[src/rtl/ball_motion_scheduler_if.sv]
// rtl/ball_motion_scheduler_if.sv - bundle of beam, control and ball status signals for ball_motion_scheduler
// Purpose: groups every non-clock, non-reset signal of ball_motion_scheduler.
// Signals:
//   frame_tick  one-cycle pulse at start of vertical blank
//   hpos, vpos  beam position from the hvsync generator (16 bits each)
//   paddle_x    paddle left edge X
//   serve       level request to start a game from IDLE
//   ball_x/y    ball top-left corner
//   ball_gfx    beam inside the ball square (registered)
//   paddle_gfx  beam inside the paddle rectangle (registered)
//   phase       0 IDLE, 1 SERVE, 2 PLAY, 3 MISS
//   miss_pulse  one-cycle pulse on entering MISS
// Modports: master drives the beam/control side, slave is the scheduler.
interface ball_motion_scheduler_if;
  logic        frame_tick;
  logic [15:0] hpos;
  logic [15:0] vpos;
  logic [7:0]  paddle_x;
  logic        serve;
  logic [7:0]  ball_x;
  logic [7:0]  ball_y;
  logic        ball_gfx;
  logic        paddle_gfx;
  logic [1:0]  phase;
  logic        miss_pulse;

  modport master (
    output frame_tick, hpos, vpos, paddle_x, serve,
    input  ball_x, ball_y, ball_gfx, paddle_gfx, phase, miss_pulse
  );

  modport slave (
    input  frame_tick, hpos, vpos, paddle_x, serve,
    output ball_x, ball_y, ball_gfx, paddle_gfx, phase, miss_pulse
  );
endinterface

[src/rtl/ball_motion_scheduler.sv]
// rtl/ball_motion_scheduler.sv - frame-synchronous ball position, collision and game-phase controller
// Purpose: holds registered ball X/Y, moves the ball once per frame_tick,
//   detects paddle overlap during scan-out and sequences IDLE/SERVE/PLAY/MISS.
// Ports:
//   clk    pixel clock
//   reset  synchronous, active-high
//   io     ball_motion_scheduler_if.slave (beam, paddle, serve in; ball, gfx, phase out)
// Optional feature macro: BALL_SPEEDUP_EN (every 4th paddle hit raises speed, max 3).
module ball_motion_scheduler #(
  parameter int unsigned BALL_SIZE    = 4,
  parameter int unsigned H_LIMIT      = 255,
  parameter int unsigned V_LIMIT      = 239,
  parameter int unsigned SERVE_X      = 128,
  parameter int unsigned SERVE_Y      = 64,
  parameter int unsigned PADDLE_Y     = 224,
  parameter int unsigned PADDLE_W     = 32,
  parameter int unsigned SERVE_FRAMES = 60
) (
  input logic                   clk,
  input logic                   reset,
  ball_motion_scheduler_if.slave io
);

  localparam logic [1:0] PH_IDLE  = 2'd0;
  localparam logic [1:0] PH_SERVE = 2'd1;
  localparam logic [1:0] PH_PLAY  = 2'd2;
  localparam logic [1:0] PH_MISS  = 2'd3;

  localparam int unsigned       CNT_W  = $clog2(SERVE_FRAMES + 1);
  localparam logic signed [9:0] X_MAX  = 10'(H_LIMIT - BALL_SIZE + 1);
  localparam logic signed [9:0] Y_LIM  = 10'(V_LIMIT);
  localparam logic signed [9:0] SIZE_S = 10'(BALL_SIZE);

  logic [1:0]       phase_q, phase_d;
  logic [7:0]       ball_x_q, ball_x_d;
  logic [7:0]       ball_y_q, ball_y_d;
  logic             dx_neg_q, dx_neg_d;
  logic             dy_neg_q, dy_neg_d;
  logic [CNT_W-1:0] cnt_q, cnt_d;
  logic             hit_q, hit_d;
  logic             ball_gfx_q, ball_gfx_d;
  logic             paddle_gfx_q, paddle_gfx_d;
  logic             miss_pulse_q, miss_pulse_d;
  logic [1:0]       speed;

`ifdef BALL_SPEEDUP_EN
  logic [1:0] speed_q, speed_d;
  logic [1:0] hit_cnt_q, hit_cnt_d;
  assign speed = speed_q;
`else
  assign speed = 2'd1;
`endif

  // Beam comparisons use the full 16-bit beam width so a ball or paddle
  // touching X=255 does not wrap its right edge back to zero.
  logic [15:0] bx_lo, bx_hi, by_lo, by_hi, px_lo, px_hi;
  always_comb begin
    bx_lo        = {8'h00, ball_x_q};
    bx_hi        = bx_lo + 16'(BALL_SIZE);
    by_lo        = {8'h00, ball_y_q};
    by_hi        = by_lo + 16'(BALL_SIZE);
    px_lo        = {8'h00, io.paddle_x};
    px_hi        = px_lo + 16'(PADDLE_W);
    ball_gfx_d   = (io.hpos >= bx_lo) && (io.hpos < bx_hi) &&
                   (io.vpos >= by_lo) && (io.vpos < by_hi);
    paddle_gfx_d = (io.hpos >= px_lo) && (io.hpos < px_hi) &&
                   (io.vpos >= 16'(PADDLE_Y)) && (io.vpos < 16'(PADDLE_Y + 4));
  end

  logic signed [9:0] step, nx, ny;
  assign step = {8'h00, speed};
  assign nx   = $signed({2'b00, ball_x_q}) + (dx_neg_q ? -step : step);
  assign ny   = $signed({2'b00, ball_y_q}) + (dy_neg_q ? -step : step);

  logic [7:0] new_x;
  logic       new_dx_neg;
  logic       to_miss;

  always_comb begin
    phase_d      = phase_q;
    ball_x_d     = ball_x_q;
    ball_y_d     = ball_y_q;
    dx_neg_d     = dx_neg_q;
    dy_neg_d     = dy_neg_q;
    cnt_d        = cnt_q;
    miss_pulse_d = 1'b0;
    new_x        = nx[7:0];
    new_dx_neg   = dx_neg_q;
    to_miss      = 1'b0;
`ifdef BALL_SPEEDUP_EN
    speed_d      = speed_q;
    hit_cnt_d    = hit_cnt_q;
`endif
    // The flag accumulates overlap over a whole scan and is consumed by the
    // frame_tick that ends it.
    hit_d = io.frame_tick ? 1'b0
                          : (hit_q | (ball_gfx_q & paddle_gfx_q & (phase_q == PH_PLAY)));

    case (phase_q)
      PH_IDLE: begin
        ball_x_d = 8'(SERVE_X);
        ball_y_d = 8'(SERVE_Y);
        if (io.serve) begin
          phase_d  = PH_SERVE;
          cnt_d    = '0;
          dy_neg_d = 1'b0;
`ifdef BALL_SPEEDUP_EN
          speed_d   = 2'd1;
          hit_cnt_d = 2'd0;
`endif
        end
      end
      PH_SERVE: begin
        ball_x_d = 8'(SERVE_X);
        ball_y_d = 8'(SERVE_Y);
        dy_neg_d = 1'b0;
        if (io.frame_tick) begin
          if (cnt_q == CNT_W'(SERVE_FRAMES - 1)) phase_d = PH_PLAY;
          else                                   cnt_d   = cnt_q + 1'b1;
        end
      end
      PH_PLAY: begin
        if (io.frame_tick) begin
          if (nx < 10'sd0) begin
            new_x      = 8'd0;
            new_dx_neg = 1'b0;
          end else if (nx > X_MAX) begin
            new_x      = X_MAX[7:0];
            new_dx_neg = 1'b1;
          end
          if (ny < 10'sd0) begin
            ball_y_d = 8'd0;
            dy_neg_d = 1'b0;
          end else if (hit_q && !dy_neg_q) begin
            ball_y_d = 8'(PADDLE_Y - BALL_SIZE);
            dy_neg_d = 1'b1;
`ifdef BALL_SPEEDUP_EN
            hit_cnt_d = hit_cnt_q + 2'd1;
            if (hit_cnt_q == 2'd3 && speed_q != 2'd3) speed_d = speed_q + 2'd1;
`endif
          end else if (ny + SIZE_S > Y_LIM) begin
            to_miss = 1'b1;
          end else begin
            ball_y_d = ny[7:0];
          end
          // A miss freezes the ball where it was last drawn.
          if (to_miss) begin
            phase_d      = PH_MISS;
            miss_pulse_d = 1'b1;
          end else begin
            ball_x_d = new_x;
            dx_neg_d = new_dx_neg;
          end
        end
      end
      default: begin
        if (io.frame_tick) begin
          phase_d  = PH_SERVE;
          cnt_d    = '0;
          ball_x_d = 8'(SERVE_X);
          ball_y_d = 8'(SERVE_Y);
          dy_neg_d = 1'b0;
`ifdef BALL_SPEEDUP_EN
          speed_d   = 2'd1;
          hit_cnt_d = 2'd0;
`endif
        end
      end
    endcase
  end

  always_ff @(posedge clk) begin
    if (reset) begin
      phase_q      <= PH_IDLE;
      ball_x_q     <= 8'(SERVE_X);
      ball_y_q     <= 8'(SERVE_Y);
      dx_neg_q     <= 1'b0;
      dy_neg_q     <= 1'b0;
      cnt_q        <= '0;
      hit_q        <= 1'b0;
      ball_gfx_q   <= 1'b0;
      paddle_gfx_q <= 1'b0;
      miss_pulse_q <= 1'b0;
`ifdef BALL_SPEEDUP_EN
      speed_q      <= 2'd1;
      hit_cnt_q    <= 2'd0;
`endif
    end else begin
      phase_q      <= phase_d;
      ball_x_q     <= ball_x_d;
      ball_y_q     <= ball_y_d;
      dx_neg_q     <= dx_neg_d;
      dy_neg_q     <= dy_neg_d;
      cnt_q        <= cnt_d;
      hit_q        <= hit_d;
      ball_gfx_q   <= ball_gfx_d;
      paddle_gfx_q <= paddle_gfx_d;
      miss_pulse_q <= miss_pulse_d;
`ifdef BALL_SPEEDUP_EN
      speed_q      <= speed_d;
      hit_cnt_q    <= hit_cnt_d;
`endif
    end
  end

  assign io.phase      = phase_q;
  assign io.ball_x     = ball_x_q;
  assign io.ball_y     = ball_y_q;
  assign io.ball_gfx   = ball_gfx_q;
  assign io.paddle_gfx = paddle_gfx_q;
  assign io.miss_pulse = miss_pulse_q;

endmodule

[src/flat_wrapper.sv]
// flat-port wrapper written by rule: the top's interface ports become plain ports
module ball_motion_scheduler_flat 
#(
  parameter int unsigned BALL_SIZE    = 4,
  parameter int unsigned H_LIMIT      = 255,
  parameter int unsigned V_LIMIT      = 239,
  parameter int unsigned SERVE_X      = 128,
  parameter int unsigned SERVE_Y      = 64,
  parameter int unsigned PADDLE_Y     = 224,
  parameter int unsigned PADDLE_W     = 32,
  parameter int unsigned SERVE_FRAMES = 60
)
  (clk, reset, io_frame_tick, io_hpos, io_vpos, io_paddle_x, io_serve, io_ball_x, io_ball_y, io_ball_gfx, io_paddle_gfx, io_phase, io_miss_pulse);
  ball_motion_scheduler_if io_i ();
  input logic clk;
  input logic reset;
  input wire logic [$bits(io_i.frame_tick)-1:0] io_frame_tick;
  input wire logic [$bits(io_i.hpos)-1:0] io_hpos;
  input wire logic [$bits(io_i.vpos)-1:0] io_vpos;
  input wire logic [$bits(io_i.paddle_x)-1:0] io_paddle_x;
  input wire logic [$bits(io_i.serve)-1:0] io_serve;
  output wire logic [$bits(io_i.ball_x)-1:0] io_ball_x;
  output wire logic [$bits(io_i.ball_y)-1:0] io_ball_y;
  output wire logic [$bits(io_i.ball_gfx)-1:0] io_ball_gfx;
  output wire logic [$bits(io_i.paddle_gfx)-1:0] io_paddle_gfx;
  output wire logic [$bits(io_i.phase)-1:0] io_phase;
  output wire logic [$bits(io_i.miss_pulse)-1:0] io_miss_pulse;
  assign io_i.frame_tick = io_frame_tick;
  assign io_i.hpos = io_hpos;
  assign io_i.vpos = io_vpos;
  assign io_i.paddle_x = io_paddle_x;
  assign io_i.serve = io_serve;
  assign io_ball_x = io_i.ball_x;
  assign io_ball_y = io_i.ball_y;
  assign io_ball_gfx = io_i.ball_gfx;
  assign io_paddle_gfx = io_i.paddle_gfx;
  assign io_phase = io_i.phase;
  assign io_miss_pulse = io_i.miss_pulse;
  ball_motion_scheduler #(.BALL_SIZE(BALL_SIZE), .H_LIMIT(H_LIMIT), .V_LIMIT(V_LIMIT), .SERVE_X(SERVE_X), .SERVE_Y(SERVE_Y), .PADDLE_Y(PADDLE_Y), .PADDLE_W(PADDLE_W), .SERVE_FRAMES(SERVE_FRAMES)) u_core (.clk(clk), .reset(reset), .io(io_i));
endmodule
[config.mk]
export PLATFORM = sky130hd
export DESIGN_NAME = ball_motion_scheduler_flat
export DESIGN_NICKNAME = d
export VERILOG_FILES = /design/src/rtl/ball_motion_scheduler_if.sv /design/src/rtl/ball_motion_scheduler.sv /design/src/flat_wrapper.sv
export SDC_FILE = /design/constraint.sdc
export NUM_CORES = 1
export LEC_CHECK = 0
export ABC_AREA = 1
export BUFFER_PORTS_ARGS = -buffer_cell sky130_fd_sc_hd__clkbuf_2
export CAP_MARGIN = 15
export CORE_MARGIN = 8
export CORE_UTILIZATION = 45
export DETAILED_ROUTE_END_ITERATION = 16
export PLACE_DENSITY = 0.66
export REMOVE_ABC_BUFFERS = 1
export SETUP_SLACK_MARGIN = 0.2
export SLEW_MARGIN = 25
export SYNTH_ARGS = -nofsm -noshare
export SYNTH_HDL_FRONTEND = slang
export SYNTH_SLANG_ARGS = --single-unit
[constraint.sdc]
create_clock -name clk -period 2.7 [get_ports clk]
set_input_delay 0.675 -clock clk [delete_from_list [all_inputs] [get_ports clk]]
set_output_delay 0.675 -clock clk [all_outputs]
set_load 0.05 [all_outputs]
### Word level (Yosys, flattened, before mapping)

Index checks and enable logic that the tools add are counted.

| word-level totals | value |
|---|---|
| flip-flop bits (word level) | 30 |
| input bits | 44 |
| output and inout port bits | 21 |
| word-level logic and storage cells | 109 |

| operators by class | value |
|---|---|
| order comparisons | 12 |
| reduce and logical (&&, ||, !) cells | 22 |
| mux-type cells | 40 |
| add/subtract/negate cells | 7 |
| equality and inequality tests | 12 |
| bitwise operators | 6 |

Operators with widths:

| operator | number |
|---|---|
| two-way mux 8 bit | 10 |
| greater-or-equal comparator 16 x 8 -> 1 bit | 3 |
| less-than comparator 16 bit | 3 |
| case mux 8 bit (2 select lines) | 2 |
| two-way mux 6 bit | 4 |
| adder 9 x 10 -> 10 bit | 2 |
| greater-than comparator 10 x 9 -> 1 bit, second input constant | 2 |
| less-than comparator 10 x 1 -> 1 bit, second input constant | 2 |
| two-way mux 10 bit | 2 |
| adder 8 x 3 -> 9 bit, second input constant | 2 |
| case mux 6 bit (3 select lines) | 1 |
| greater-or-equal comparator 16 x 8 -> 1 bit, second input constant | 1 |
| less-than comparator 16 x 8 -> 1 bit, second input constant | 1 |
| two-way mux 1 bit | 13 |
| two-way mux 2 bit | 6 |
| inequality test 2 bit, second input constant | 6 |
| adder 10 x 4 -> 10 bit, second input constant | 1 |
| adder 8 x 6 -> 9 bit, second input constant | 1 |
| AND reduction 4 bit | 2 |
| logical AND 1 bit | 7 |
| adder 6 x 1 -> 6 bit, second input constant | 1 |
| == test 6 bit, second input constant | 1 |
| case mux 2 bit (3 select lines) | 1 |
| AND reduction 3 bit | 2 |
| other kinds (17) | 23 |

### Depth between registers and ports, before layout

| depth | value |
|---|---|
| depth in word-level cells | 12 |
| depth in mapped cells | 19 |
| depth with buffers taken out | 17 |

### Worst setup path after synthesis

No wires, ideal clock.

| timing | value |
|---|---|
| path kind | reg-to-reg |
| from | reg u_core.ball_y_q[2], in the netlist u_core.io.ball_y[2] |
| to | reg u_core.ball_x_q[7], in the netlist u_core.io.ball_x[7] |
| data required time | 2.585 ns |
| arrival time | 2.351 ns |
| cell stages (with the launch flop) | 18 |
| period minus slack after synthesis | 2.466 ns |
| buffers on the path | 2 |
| slack | 0.234 ns |
| setup time | 0.115 ns |
| cell sequence | dfxtp_1 ha_1 buf_4 inv_1 nand2_2 nand3_1 nand3_1 nand2_2 inv_2 nor2_1 nand3_1 nand2_1 inv_2 nand3_4 nand2_4 buf_6 a21oi_1 nand2_1 |

| between the ends | value |
|---|---|
| cells in the longest elaborated chain, start to end | 10 |
| elaborated cells on any way between the ends | 11 |
| classes of those cells | add/sub (2); order compare (2); eq/ne (1); mux (5); reduce/logical (1) |

RTL lines:

| item | RTL line | source |
|---|---|---|
| start, declared | ball_motion_scheduler.sv:36 | `logic [7:0] ball_y_q, ball_y_d;` |
| start signal, assigned | ball_motion_scheduler.sv:176 | `ball_y_q <= 8'(SERVE_Y);` |
| start signal, assigned | ball_motion_scheduler.sv:191 | `ball_y_q <= ball_y_d;` |
| adder 9 x 10 -> 10 bit (*) | ball_motion_scheduler.sv:73 | `assign ny = $signed({2'b00, ball_y_q}) + (dy_neg_q ? -step : step);` |
| adder 10 x 4 -> 10 bit | ball_motion_scheduler.sv:141 | `end else if (ny + SIZE_S > Y_LIM) begin` |
| greater-than comparator 10 x 9 -> 1 bit | ball_motion_scheduler.sv:141 |  |
| two-way mux 1 bit | ball_motion_scheduler.sv:141 |  |
| two-way mux 1 bit | ball_motion_scheduler.sv:134 | `end else if (hit_q && !dy_neg_q) begin` |
| two-way mux 1 bit (*) | ball_motion_scheduler.sv:131 | `if (ny < 10'sd0) begin` |
| two-way mux 1 bit (*) | ball_motion_scheduler.sv:123 | `if (io.frame_tick) begin` |
| two-way mux 1 bit (*) | ball_motion_scheduler.sv:99 | `case (phase_q)` |
| inequality test 2 bit (no line) (*) | - |  |
| AND reduction 3 bit (no line) (*) | - |  |
| end signal, assigned | ball_motion_scheduler.sv:175 | `ball_x_q <= 8'(SERVE_X);` |
| end signal, assigned | ball_motion_scheduler.sv:190 | `ball_x_q <= ball_x_d;` |
| end, declared | ball_motion_scheduler.sv:35 | `logic [7:0] ball_x_q, ball_x_d;` |

Mark *: on every way between the ends. The rest lies on a longest branch, timed or not. The select of a mux whose other input is x is not followed.
A chain may end at the register's enable or synchronous reset.

### Worst setup path in the final report

| timing | value |
|---|---|
| from | reg u_core.ball_y_q[1], in the netlist u_core.io.ball_y[1] |
| to | reg u_core.ball_y_q[2], in the netlist u_core.io.ball_y[2] |

| between the ends | value |
|---|---|
| cells in the longest elaborated chain, start to end | 6 |
| elaborated cells on any way between the ends | 11 |
| classes of those cells | add/sub (2); order compare (2); eq/ne (1); mux (5); reduce/logical (1) |

RTL lines:

| item | RTL line |
|---|---|
| adder 9 x 10 -> 10 bit (*) | ball_motion_scheduler.sv:73 |
| parallel branches: the longest is 5 deep, another holds adder 10 x 4 -> 10 bit | - |

Every way passes the cells marked *. The select of a mux whose other input is x is not followed.

==> results.md <==
* Htree depth at 2
* DR iter-0 viols at 244
* Filler cell count at between 800 and 900
* Final hold vios at 0
* WP buf/inv at 2
* TritonCTS buffer count at 5
* Core Area at 0.00855 mm2
* Port bufs at 64
* Hold Path Sink: u_core.hit_q
* Crit end category: register
* Worst Setup Path Type: reg -> reg
* Async set or reset register ratio after synthesis at 0%
* Synthesized area at 0.00388 mm2
* First-pass GRT wire length at ~17000 um
* Main synth FF type: dfxtp_1
* Critical path fanouts, max at 6
* Worst-Skew Late Latency at around 290 ps
* Peak VDD IR at 0.000581 V
* Gate Count Post-Synth at approximately 610
* HP Start: u_core.hit_q
* Most used cell, CP: nand2_1
* Max-Cap Viols at 0
* Area Growth Syn to Fin at 20.2%
* Crit path cell chain: fa_2 -> nand2_1 -> nand2_1 -> nand3_2 -> nand3_1 -> nand2_2 -> inv_1 -> nor2_1 -> nand3_1 -> nand2_1 -> inv_2 -> nand3_4 -> nand2_8 -> o21ai_0 -> nor2_1
* Die area at roughly 0.012 mm2
* DP Area at 0.00441 mm2
* Post-Route WL at roughly 11000 um
* WP data arrival at about 2500 ps
* Root Buffer: clkbuf_8
* Detailed-route DRC error count at 0
* Antenna violation net count after detailed routing at 0
* HP Class: reg -> reg
* DP HPWL at 8760 um
* WL/cell at about 13 um
* Register clock-pin slew on the reported worst setup and hold paths at 70 ps
* Kind of cell adding the most delay to the critical path: simple AND/OR/NAND/NOR gates
* Number of global-route vias before repair at ~3700
* Run status: finished clean
* CTS Sinks at 30
* Pleak at between 2 and 2.5 nW
* Num ports at 65
* DRT Pass-1 Iters at 5
* CTS tree: done
* Worst path required time at 2870 ps
* RR Endpoint: u_core.io.ball_y[2]
* Most common cell after layout, fill and taps aside: nand2_1
* Chip width at 109 um
* Yosys cell types at 37
* GR Overflow Total at 0
* PwrDens at 738 mW/mm2
* Final setup violation count at 0
* Worst relative slew slack at 59.4%
* Largest net degree at the start of global routing at 16
* Worst slew pin tran at between 600 and 700 ps
* Largest stage delay on the critical path at about 420 ps
* Clock Path Buffers at 2
* R2R Path Start: u_core.io.ball_y[1]
* Slowest cell on crit path: fa_2
* Most frequent cells in the layout: nand2_1 (122), inv_1 (104), nor2_1 (69)
* Gp weighted congestion at about 0.9
* Min cycle time layout at approximately 2400 ps
* Mean post-synth cell area at between 6 and 7 um2
* Clock Skews at around 6.6 ps
* Design area at 0.00467 mm2
* Vias/cell at 5.17
* WHS Path Cells at 2
* Startpoint class of the critical path: register
* Register area share after synthesis at approximately 15%
* Vias at around 4200
* Row count at 34
* Post-synth EDFFs at 0
* Period utilization at slightly below 90%
* All-Layer GR Usage at 17.6%
* Starting density of the core at 45.4%
* Max Clk Rate at approximately 420 MHz
* R2r worst-path depth at 15
* Die height at 109 um
* Share of layout cells above drive strength 1 at between 15 and 20%
* Setup TNS at 0 ps
* Layout Nets at 811
* Synth warn at 0
* Yosys reg bits at 30
* Flop2flop setup slack at between 300 and 400 ps
* Ant diodes at 0
* RSZ-0062 raised after global routing: yes
* Slew Viols, Final at 0
* Initial antenna violation count at 0
synth_stat cells (2+ instances only):
| cell | instances | area share, % |
|---|---|---|
| nor3b_1 | 3 | 0.58 |
| xor2_1 | 6 | 1.4 |
| nand3_1 | 61 | 7.9 |
| nor2_1 | 70 | 6.8 |
| nand2_1 | 122 | 12 |
| o211ai_1 | 3 | 0.58 |
| and3_1 | 2 | 0.32 |
| xnor2_1 | 3 | 0.68 |
| inv_1 | 105 | 10 |
| o21bai_1 | 2 | 0.39 |
| a211oi_1 | 2 | 0.39 |
| a21oi_1 | 36 | 4.6 |
| ha_1 | 67 | 22 |
| nor4_1 | 4 | 0.64 |
| clkbuf_1 | 2 | 0.19 |
| o21ai_1 | 3 | 0.39 |
| nand2_2 | 11 | 1.8 |
| nand4_1 | 17 | 2.7 |
| o21a_1 | 5 | 0.97 |
| fa_1 | 2 | 1.0 |
| nand3b_1 | 2 | 0.39 |
| a21oi_2 | 6 | 1.4 |
| nor3_1 | 11 | 1.4 |
| dfxtp_1 | 30 | 15 |
| buf_6 | 2 | 0.58 |
| nand3_2 | 3 | 0.77 |
| o21ai_0 | 19 | 2.5 |
| inv_2 | 4 | 0.39 |
metrics by stage:
step,worst slack (ps),std cells,hold WS (ps),util [%],power [mW]
after global placement,131,793,474,51.6,2.77
after CTS,217,801,496,52.7,3.22
after detailed placement,99.0,793,481,51.6,2.81
final,340,807,493,54.6,3.44
after global routing,185,807,526,54.6,3.76
after floorplan,238,606,436,-,2.22
logic make-up after synthesis:
group / after synthesis / share of synthesized area [%]
AOI/OAI and AO/OA: 79 / 11.7
xor gates and xnor gates: 10 / 2.45
adders and majority gates: 69 / 22.6
buffers and inverters: 115 / 11.6
DFF: 30 / 15.5
and+or+nand+nor: 309 / 36.1
registers in the layout, indices dropped and copies added, names as in the netlist:
signal,count
u_core.io.miss_pulse,1
u_core.cnt_q,6
u_core.io.ball_y,8
u_core.io.ball_x,8
u_core.io.phase,2
u_core.dx_neg_q,1
u_core.io.ball_gfx,1
u_core.dy_neg_q,1
u_core.hit_q,1
u_core.io.paddle_gfx,1
worst reg2reg max path, stage by stage (launching register included):
cell and delay, ps:
dfxtp_2 370, fa_2 420, nand2_1 100, nand2_1 110
nand3_2 110, nand3_1 90, nand2_2 150, inv_1 50
nor2_1 90, nand3_1 80, nand2_1 80, inv_2 60
nand3_4 140, nand2_8 90, o21ai_0 250, nor2_1 60
power breakdown:
group,internal [mW],switching [mW]
Clock,0.205,0.181
Sequential,0.531,0.117
Combinational,0.832,1.58
metal layers:
layer,vias to the layer above,global-route usage (%),part of all wire [%]
met1,1891,24.4,48
li1,2182,-,-
met3,5,2.90,6.2
met4,0,3.32,0.45
met2,98,28.1,46
met5,-,0,0
cell type report:
type	count	area, um2	share of cell area [%]
flip-flops and latches	30	614	13.2
multi-input cells	468	2920	62.6
repair buffers	84	487	10.4
inverters	109	412	8.82
well taps	108	135	2.90
clock buffers	6	82.6	1.77
clock inverters	2	12.5	0.268
how the worst max path moves through the flow:
stage / start / depth (start not counted) / slack (ps) / to
2_1_floorplan: u_core.io.ball_y[7] / 16 / 240 / u_core.io.ball_y[0]
3_3_place_gp: u_core.dy_neg_q / 16 / 130 / u_core.io.ball_y[6]
3_5_place_dp: u_core.dy_neg_q / 16 / 100 / u_core.io.ball_y[3]
4_1_cts: u_core.dx_neg_q / 17 / 220 / u_core.io.ball_x[7]
5_1_grt: u_core.dy_neg_q / 17 / 180 / u_core.io.ball_y[1]
6_report: u_core.io.ball_y[1] / 15 / 340 / u_core.io.ball_y[2]
repair_timing:
action / CTS / global route
hold buffers: 0 / 0
buffers inserted: 0 / 5
endpoints found under the setup margin: 13 / 21
pin swaps: 0 / 1
gates cloned: 0 / 1
gates resized for setup: 3 / 23
hold endpoints to repair: 0 / 0
Power figures use the tool's default switching activity.
